## src/rtl/uart_msg_streamer.sv

```systemverilog
// uart_msg_streamer: sends a RAM-held message, an uppercase hex sequence number and CR LF
// over an integrated 8N1 transmitter, either periodically or on an i_trig pulse.
module uart_msg_streamer #(
    parameter int CLK_FREQ   = 25_000_000,
    parameter int BAUD       = 115200,
    parameter int MAX_LEN    = 32,
    parameter int HEX_DIGITS = 2,
    parameter int PERIOD     = 25_000_000,
    parameter int TRIG_MODE  = 0,
    localparam int AW = $clog2(MAX_LEN),
    localparam int SW = HEX_DIGITS > 0 ? HEX_DIGITS * 4 : 1
) (
    input  logic          i_Clk,
    input  logic          rst,
    input  logic          i_trig,
    input  logic          i_wr_en,
    input  logic [AW-1:0] i_wr_addr,
    input  logic [7:0]    i_wr_data,
    input  logic [AW:0]   i_msg_len,
    output logic          o_UART_TX,
    output logic          o_busy,
    output logic          o_done,
    output logic [SW-1:0] o_seq
);
    localparam int DIV = CLK_FREQ / BAUD;
    localparam int DW  = $clog2(DIV);
    localparam int CW  = $clog2(PERIOD + 1);
    localparam int IW  = $clog2(MAX_LEN + HEX_DIGITS + 3);

    typedef enum logic [2:0] {IDLE, LOAD, START, DATA, STOP, DONE} state_t;

    state_t        r_state, w_next;
    logic [7:0]    r_ram [2**AW];
    logic [CW-1:0] r_cnt;
    logic [DW-1:0] r_div;
    logic [2:0]    r_bit;
    logic [7:0]    r_sh;
    logic [IW-1:0] r_idx;
    logic [AW:0]   r_len;
    logic [SW-1:0] r_seq;
    logic          r_tx;
    logic          w_start, w_tick, w_last;
    logic [IW-1:0] w_rel;
    logic [3:0]    w_nib;
    logic [7:0]    w_hex, w_byte;

    assign w_start = TRIG_MODE != 0 ? i_trig : r_cnt == CW'(PERIOD - 1);
    assign w_tick  = r_div == DW'(DIV - 1);
    assign w_last  = r_idx == IW'(r_len) + IW'(HEX_DIGITS + 2);
    // Bytes past the message are indexed relative to its end: hex digits, then CR, then LF.
    assign w_rel   = r_idx - IW'(r_len);
    assign w_nib   = 4'(36'(r_seq) >> (4 * (HEX_DIGITS - 1 - int'(w_rel))));
    assign w_hex   = w_nib < 4'd10 ? 8'h30 + 8'(w_nib) : 8'h37 + 8'(w_nib);
    assign w_byte  = r_idx < IW'(r_len) ? r_ram[r_idx[AW-1:0]] :
                     w_rel < IW'(HEX_DIGITS) ? w_hex :
                     w_rel == IW'(HEX_DIGITS) ? 8'h0D : 8'h0A;

    assign o_UART_TX = r_tx;
    assign o_busy    = r_state != IDLE && r_state != DONE;
    assign o_done    = r_state == DONE;
    assign o_seq     = r_seq;

    always_ff @(posedge i_Clk)
        if (i_wr_en)
            r_ram[i_wr_addr] <= i_wr_data;

    always_comb begin
        w_next = r_state;
        case (r_state)
            IDLE:    w_next = w_start ? LOAD : IDLE;
            LOAD:    w_next = START;
            START:   w_next = w_tick ? DATA : START;
            DATA:    w_next = w_tick && r_bit == 3'd7 ? STOP : DATA;
            STOP:    w_next = w_tick ? (w_last ? DONE : START) : STOP;
            DONE:    w_next = IDLE;
            default: w_next = IDLE;
        endcase
    end

    always_ff @(posedge i_Clk) begin
        if (rst) begin
            r_state <= IDLE;
            r_cnt   <= '0;
            r_div   <= '0;
            r_bit   <= '0;
            r_sh    <= '0;
            r_idx   <= '0;
            r_len   <= '0;
            r_seq   <= '0;
            r_tx    <= 1'b1;
        end else begin
            r_state <= w_next;
            r_div   <= r_state inside {START, DATA, STOP} && !w_tick ? r_div + 1'b1 : '0;
            case (r_state)
                IDLE: begin
                    r_cnt <= w_start || TRIG_MODE != 0 ? r_cnt : r_cnt + 1'b1;
                    if (w_start) begin
                        r_len <= i_msg_len > (AW+1)'(MAX_LEN) ? (AW+1)'(MAX_LEN) : i_msg_len;
                        r_idx <= '0;
                    end
                end
                LOAD: begin
                    r_sh  <= w_byte;
                    r_idx <= r_idx + 1'b1;
                    r_tx  <= 1'b0;
                end
                START: begin
                    r_bit <= '0;
                    if (w_tick)
                        r_tx <= r_sh[0];
                end
                DATA:
                    if (w_tick) begin
                        r_bit <= r_bit + 1'b1;
                        r_sh  <= r_sh >> 1;
                        r_tx  <= r_bit == 3'd7 ? 1'b1 : r_sh[1];
                    end
                // The last stop clock doubles as the next byte's load so start bits stay 10*DIV apart.
                STOP:
                    if (w_tick && !w_last) begin
                        r_sh  <= w_byte;
                        r_idx <= r_idx + 1'b1;
                        r_tx  <= 1'b0;
                    end
                DONE: begin
                    r_seq <= r_seq + 1'b1;
                    r_cnt <= '0;
                end
                default: ;
            endcase
        end
    end
endmodule
```

## config.mk

```make
export PLATFORM = sky130hd
export DESIGN_NAME = uart_msg_streamer
export DESIGN_NICKNAME = d
export VERILOG_FILES = /design/src/rtl/uart_msg_streamer.sv
export SDC_FILE = /design/constraint.sdc
export NUM_CORES = 1
export LEC_CHECK = 0
export BUFFER_PORTS_ARGS = -buffer_cell sky130_fd_sc_hd__buf_2
export CORE_ASPECT_RATIO = 0.7
export CORE_MARGIN = 1.5
export CORE_UTILIZATION = 65
export DETAILED_ROUTE_END_ITERATION = 10
export GPL_TIMING_DRIVEN = 0
export PLACE_DENSITY = 0.82
export SYNTH_ARGS = -nofsm -noshare
export SYNTH_HDL_FRONTEND = slang
export SYNTH_SLANG_ARGS = --single-unit
```

## constraint.sdc

```tcl
create_clock -name i_Clk -period 5.5 [get_ports i_Clk]
set_clock_uncertainty 0.15 [all_clocks]
set_input_delay 0.55 -clock i_Clk [delete_from_list [all_inputs] [get_ports i_Clk]]
set_output_delay 0.55 -clock i_Clk [all_outputs]
set_load 0.05 [all_outputs]
```

==> flow_summary_export.csv <==
group,metric,value,unit
outcome,status,"completed",
synthesis,ys_types,59,
power,peakVddDrop,0.297,mV
timing,hold_violations,0,
cts,clk_pin_slew,70,ps
final_layout,nets,1009,
synthesis,yosysWarningCount,0,
die,rows,44,
placed_design,io_buffers,32,
cts,cts_sinks,329,
cts,h-tree-depth,1,
die,fp.dieW,177,µm
global_route,grt_max_degree,33,
synthesis,yosysSeqAreaShare,0.664,
worst_hold_path,hold_path.class,"in -> reg",
critical_path,worst_path_most_repeated_cell,"ha_1",
timing,worstMarginPinSlew,917,ps
routing,routed_via_density,6.50,
timing,max_clock_freq,241,MHz
cts,worstSkewPairLatency,550,ps
global_route,overflow,0,
die,design.portCount,34,
critical_path,crit_family,"simple AND/OR/NAND/NOR gates",
timing,slew_headroom,0.386,
timing,slew_viol_final,0,
synthesis,syn_inst,905,
critical_path,worst-path-buf-inv,1,
final_layout,syn_to_final_growth,10.4,%
timing,finalSetupTns,0,ps
critical_path,crit_required,5810,ps
routing,wl,32200,µm
critical_path,start_kind,"flop",
critical_path,critPathSlowestCell,"a2111oi_0",
routing,ant_nets,0,
placed_design,gp_congestion,0.899,
synthesis,synth.avg_cell_area,15.2,µm²
routing,drtIter0Drc,1132,
routing,wl_per_cell,25.4,µm
timing,fin_crit_sh,0.753,
critical_path,r2r_slack,1360,ps
placed_design,dp_cells,1213,
critical_path,critPathKind,"reg -> reg",
run,cap_viol_max_count,0,
final_layout,stdcell_count,1266,
routing,first_pass_iters,5,
cts,ctsHoldBuffers,0,
die,core,0.0208,mm²
global_route,antenna_found_initial,2,
final_layout,antenna_cells,0,
die,fp.dieH,125,µm
final_layout,fill_cells,1270,
routing,num_vias,8232,
die,die_area,0.0221,mm²
timing,setup_viol,0,
critical_path,r2r-end,"r_sh[1]",
global_route,grt_pass1_wl,48200,µm
die,start_util,0.664,
synthesis,synth_area,0.0138,mm²
synthesis,synth.ff_latch_count,329,
critical_path,crit_arrival,4450,ps
critical_path,worst-path-stages,13,
cts,cts_buffers,29,
worst_hold_path,hp-start,"i_msg_len[1]",
cts,cts_resized,0,
synthesis,ys.flop_type,"edfxtp_1",
synthesis,syn_nets,946,
final_layout,drive_gt1_frac,0.180,
critical_path,r2r_cells,13,
routing,drc,0,
timing,rsz0062_at_grt,"no",
global_route,grtUsageTotal,0.302,
power,cellPowerDensity,316,mW/mm²
final_layout,final_cell_mix,"edfxtp_1 (256), nor2_1 (116), dfxtp_1 (73), mux4_2 (68), nand2_1 (42)",
worst_hold_path,min_to,"r_len[1]",
timing,timing.final.crit_period,4140,ps
critical_path,end_kind,"flop",
power,power_leakage,0.00490,µW
placed_design,dp_hpwl,20300,µm
final_layout,layout_commonest_cell,"edfxtp_1",
critical_path,cp_cell_sequence,"inv_1 > ha_1 > fa_1 > xor2_1 > and2_1 > nand3_1 > nor4_1 > nand2_1 > ha_1 > a2111oi_0 > nor2_1 > a22o_1 > a211oi_1",
synthesis,synth_edf_count,256,
synthesis,async_flop_share,0,
worst_hold_path,hold_path_depth,3,
cts,cts_buffer_depth,3,
critical_path,max_stage_delay,570,ps
critical_path,r2r_start,"r_idx[0]",
cts,cts_setup_buffers,0,
critical_path,cp_max_fo,5,
global_route,grt_pass1_vias,8025,
cts,tritoncts,"built",
cts,cts_root_buf,"clkbuf_16",
## worst register-to-register path: cells and delay by family (launching register included)
kind                     cells  cell delay, ps
buffers and inverters        1              90
XOR/XNOR                     1             260
adder cells (fa/ha/maj)      3             940
flip-flops                   1             410
AND/OR/NAND/NOR              5            1140
AO/OA/AOI/OAI                3            1050
## flip-flops by register name, indices dropped and copies added (netlist names), named ones only
name	flops
r_div	8
o_seq	8
r_state	3
r_len	6
r_cnt	25
r_bit	3
o_UART_TX	1
r_ram	256
r_idx	6
r_sh	8
## per-stage QoR
| step | hold WS (ps) | utilization | setup slack [ps] | total power (µW) | cell area, µm² |
|---|---|---|---|---|---|
| after floorplan | 280 | - | 2170 | 2790 | 13800 |
| after global placement | 292 | 0.688 | 1570 | 2850 | 14300 |
| after detailed placement | 298 | 0.688 | 1550 | 2850 | 14300 |
| after CTS | 43.3 | 0.733 | 1520 | 4810 | 15200 |
| after global routing | 64.7 | 0.733 | 1060 | 4920 | 15200 |
| final | 66.8 | 0.733 | 1360 | 4800 | 15200 |
## synth_stat cells (3+ instances only)
cell type | number | share of area
nor3_1 | 20 | 0.0073
nand3b_1 | 6 | 0.0033
inv_1 | 21 | 0.0057
and2_1 | 5 | 0.0023
buf_4 | 8 | 0.0044
nand3_1 | 25 | 0.0091
ha_1 | 17 | 0.015
a22o_1 | 5 | 0.0032
mux4_2 | 68 | 0.11
nor2_1 | 116 | 0.032
o21ai_0 | 17 | 0.0062
edfxtp_1 | 256 | 0.56
buf_6 | 4 | 0.0033
a311oi_1 | 4 | 0.0025
a2111oi_0 | 3 | 0.0019
mux2_2 | 8 | 0.0065
a221oi_1 | 3 | 0.0019
and4_1 | 5 | 0.0032
nand2b_1 | 4 | 0.0018
dfxtp_1 | 73 | 0.11
xor2_1 | 22 | 0.014
nor4_1 | 4 | 0.0018
and3_1 | 5 | 0.0023
o22ai_1 | 4 | 0.0018
xnor2_1 | 24 | 0.015
a21oi_1 | 27 | 0.0098
mux2i_1 | 22 | 0.016
buf_2 | 7 | 0.0025
clkbuf_1 | 15 | 0.0041
nand4_1 | 12 | 0.0055
or3_1 | 7 | 0.0032
a22oi_1 | 3 | 0.0016
nor2b_1 | 6 | 0.0027
or2_2 | 4 | 0.0018
nand2_1 | 42 | 0.011
a32oi_1 | 3 | 0.0019
## power by group
| part | internal, µW | switching (µW) | total, µW |
|---|---|---|---|
| Clock | 1130 | 865 | 2000 |
| Sequential | 2700 | 8.78 | 2710 |
| Combinational | 20.7 | 71.3 | 92.0 |
## worst max path at each step
stage / from / end / slack (ps)
after floorplan: r_idx[0] / r_sh[1] / 2170
after global placement: r_idx[0] / r_sh[1] / 1570
after detailed placement: r_idx[0] / r_sh[1] / 1550
after CTS: r_idx[0] / r_sh[1] / 1520
after global routing: r_idx[0] / r_sh[1] / 1060
final: r_idx[0] / r_sh[1] / 1360
## final cells by class
type	instances	area [µm²]	area share
flip-flops and latches	329	9150	0.602
multi-input cells	519	4340	0.285
clock buffers	42	825	0.0542
well taps	276	345	0.0227
plain buffers	36	204	0.0134
repair buffers	32	160	0.0105
clock inverters	11	106	0.00699
inverters	21	78.8	0.00518
## kinds of logic (layout without fill, tap and decap cells)
group	after synthesis	in the layout	synth area share
fa+ha+maj	18	18	0.0169
flops	329	329	0.664
buf+inv	57	142	0.0205
compound gates	86	86	0.0412
simple gates	271	271	0.0941
xor+xnor	46	46	0.0293
mux	98	98	0.134
## layer usage
metal	track usage	routed length, µm
met5	0	24
met4	0.101	1030
met3	0.0971	4130
met1	0.451	13000
met2	0.423	14000
Note: power is estimated with default switching activity, not from simulation.
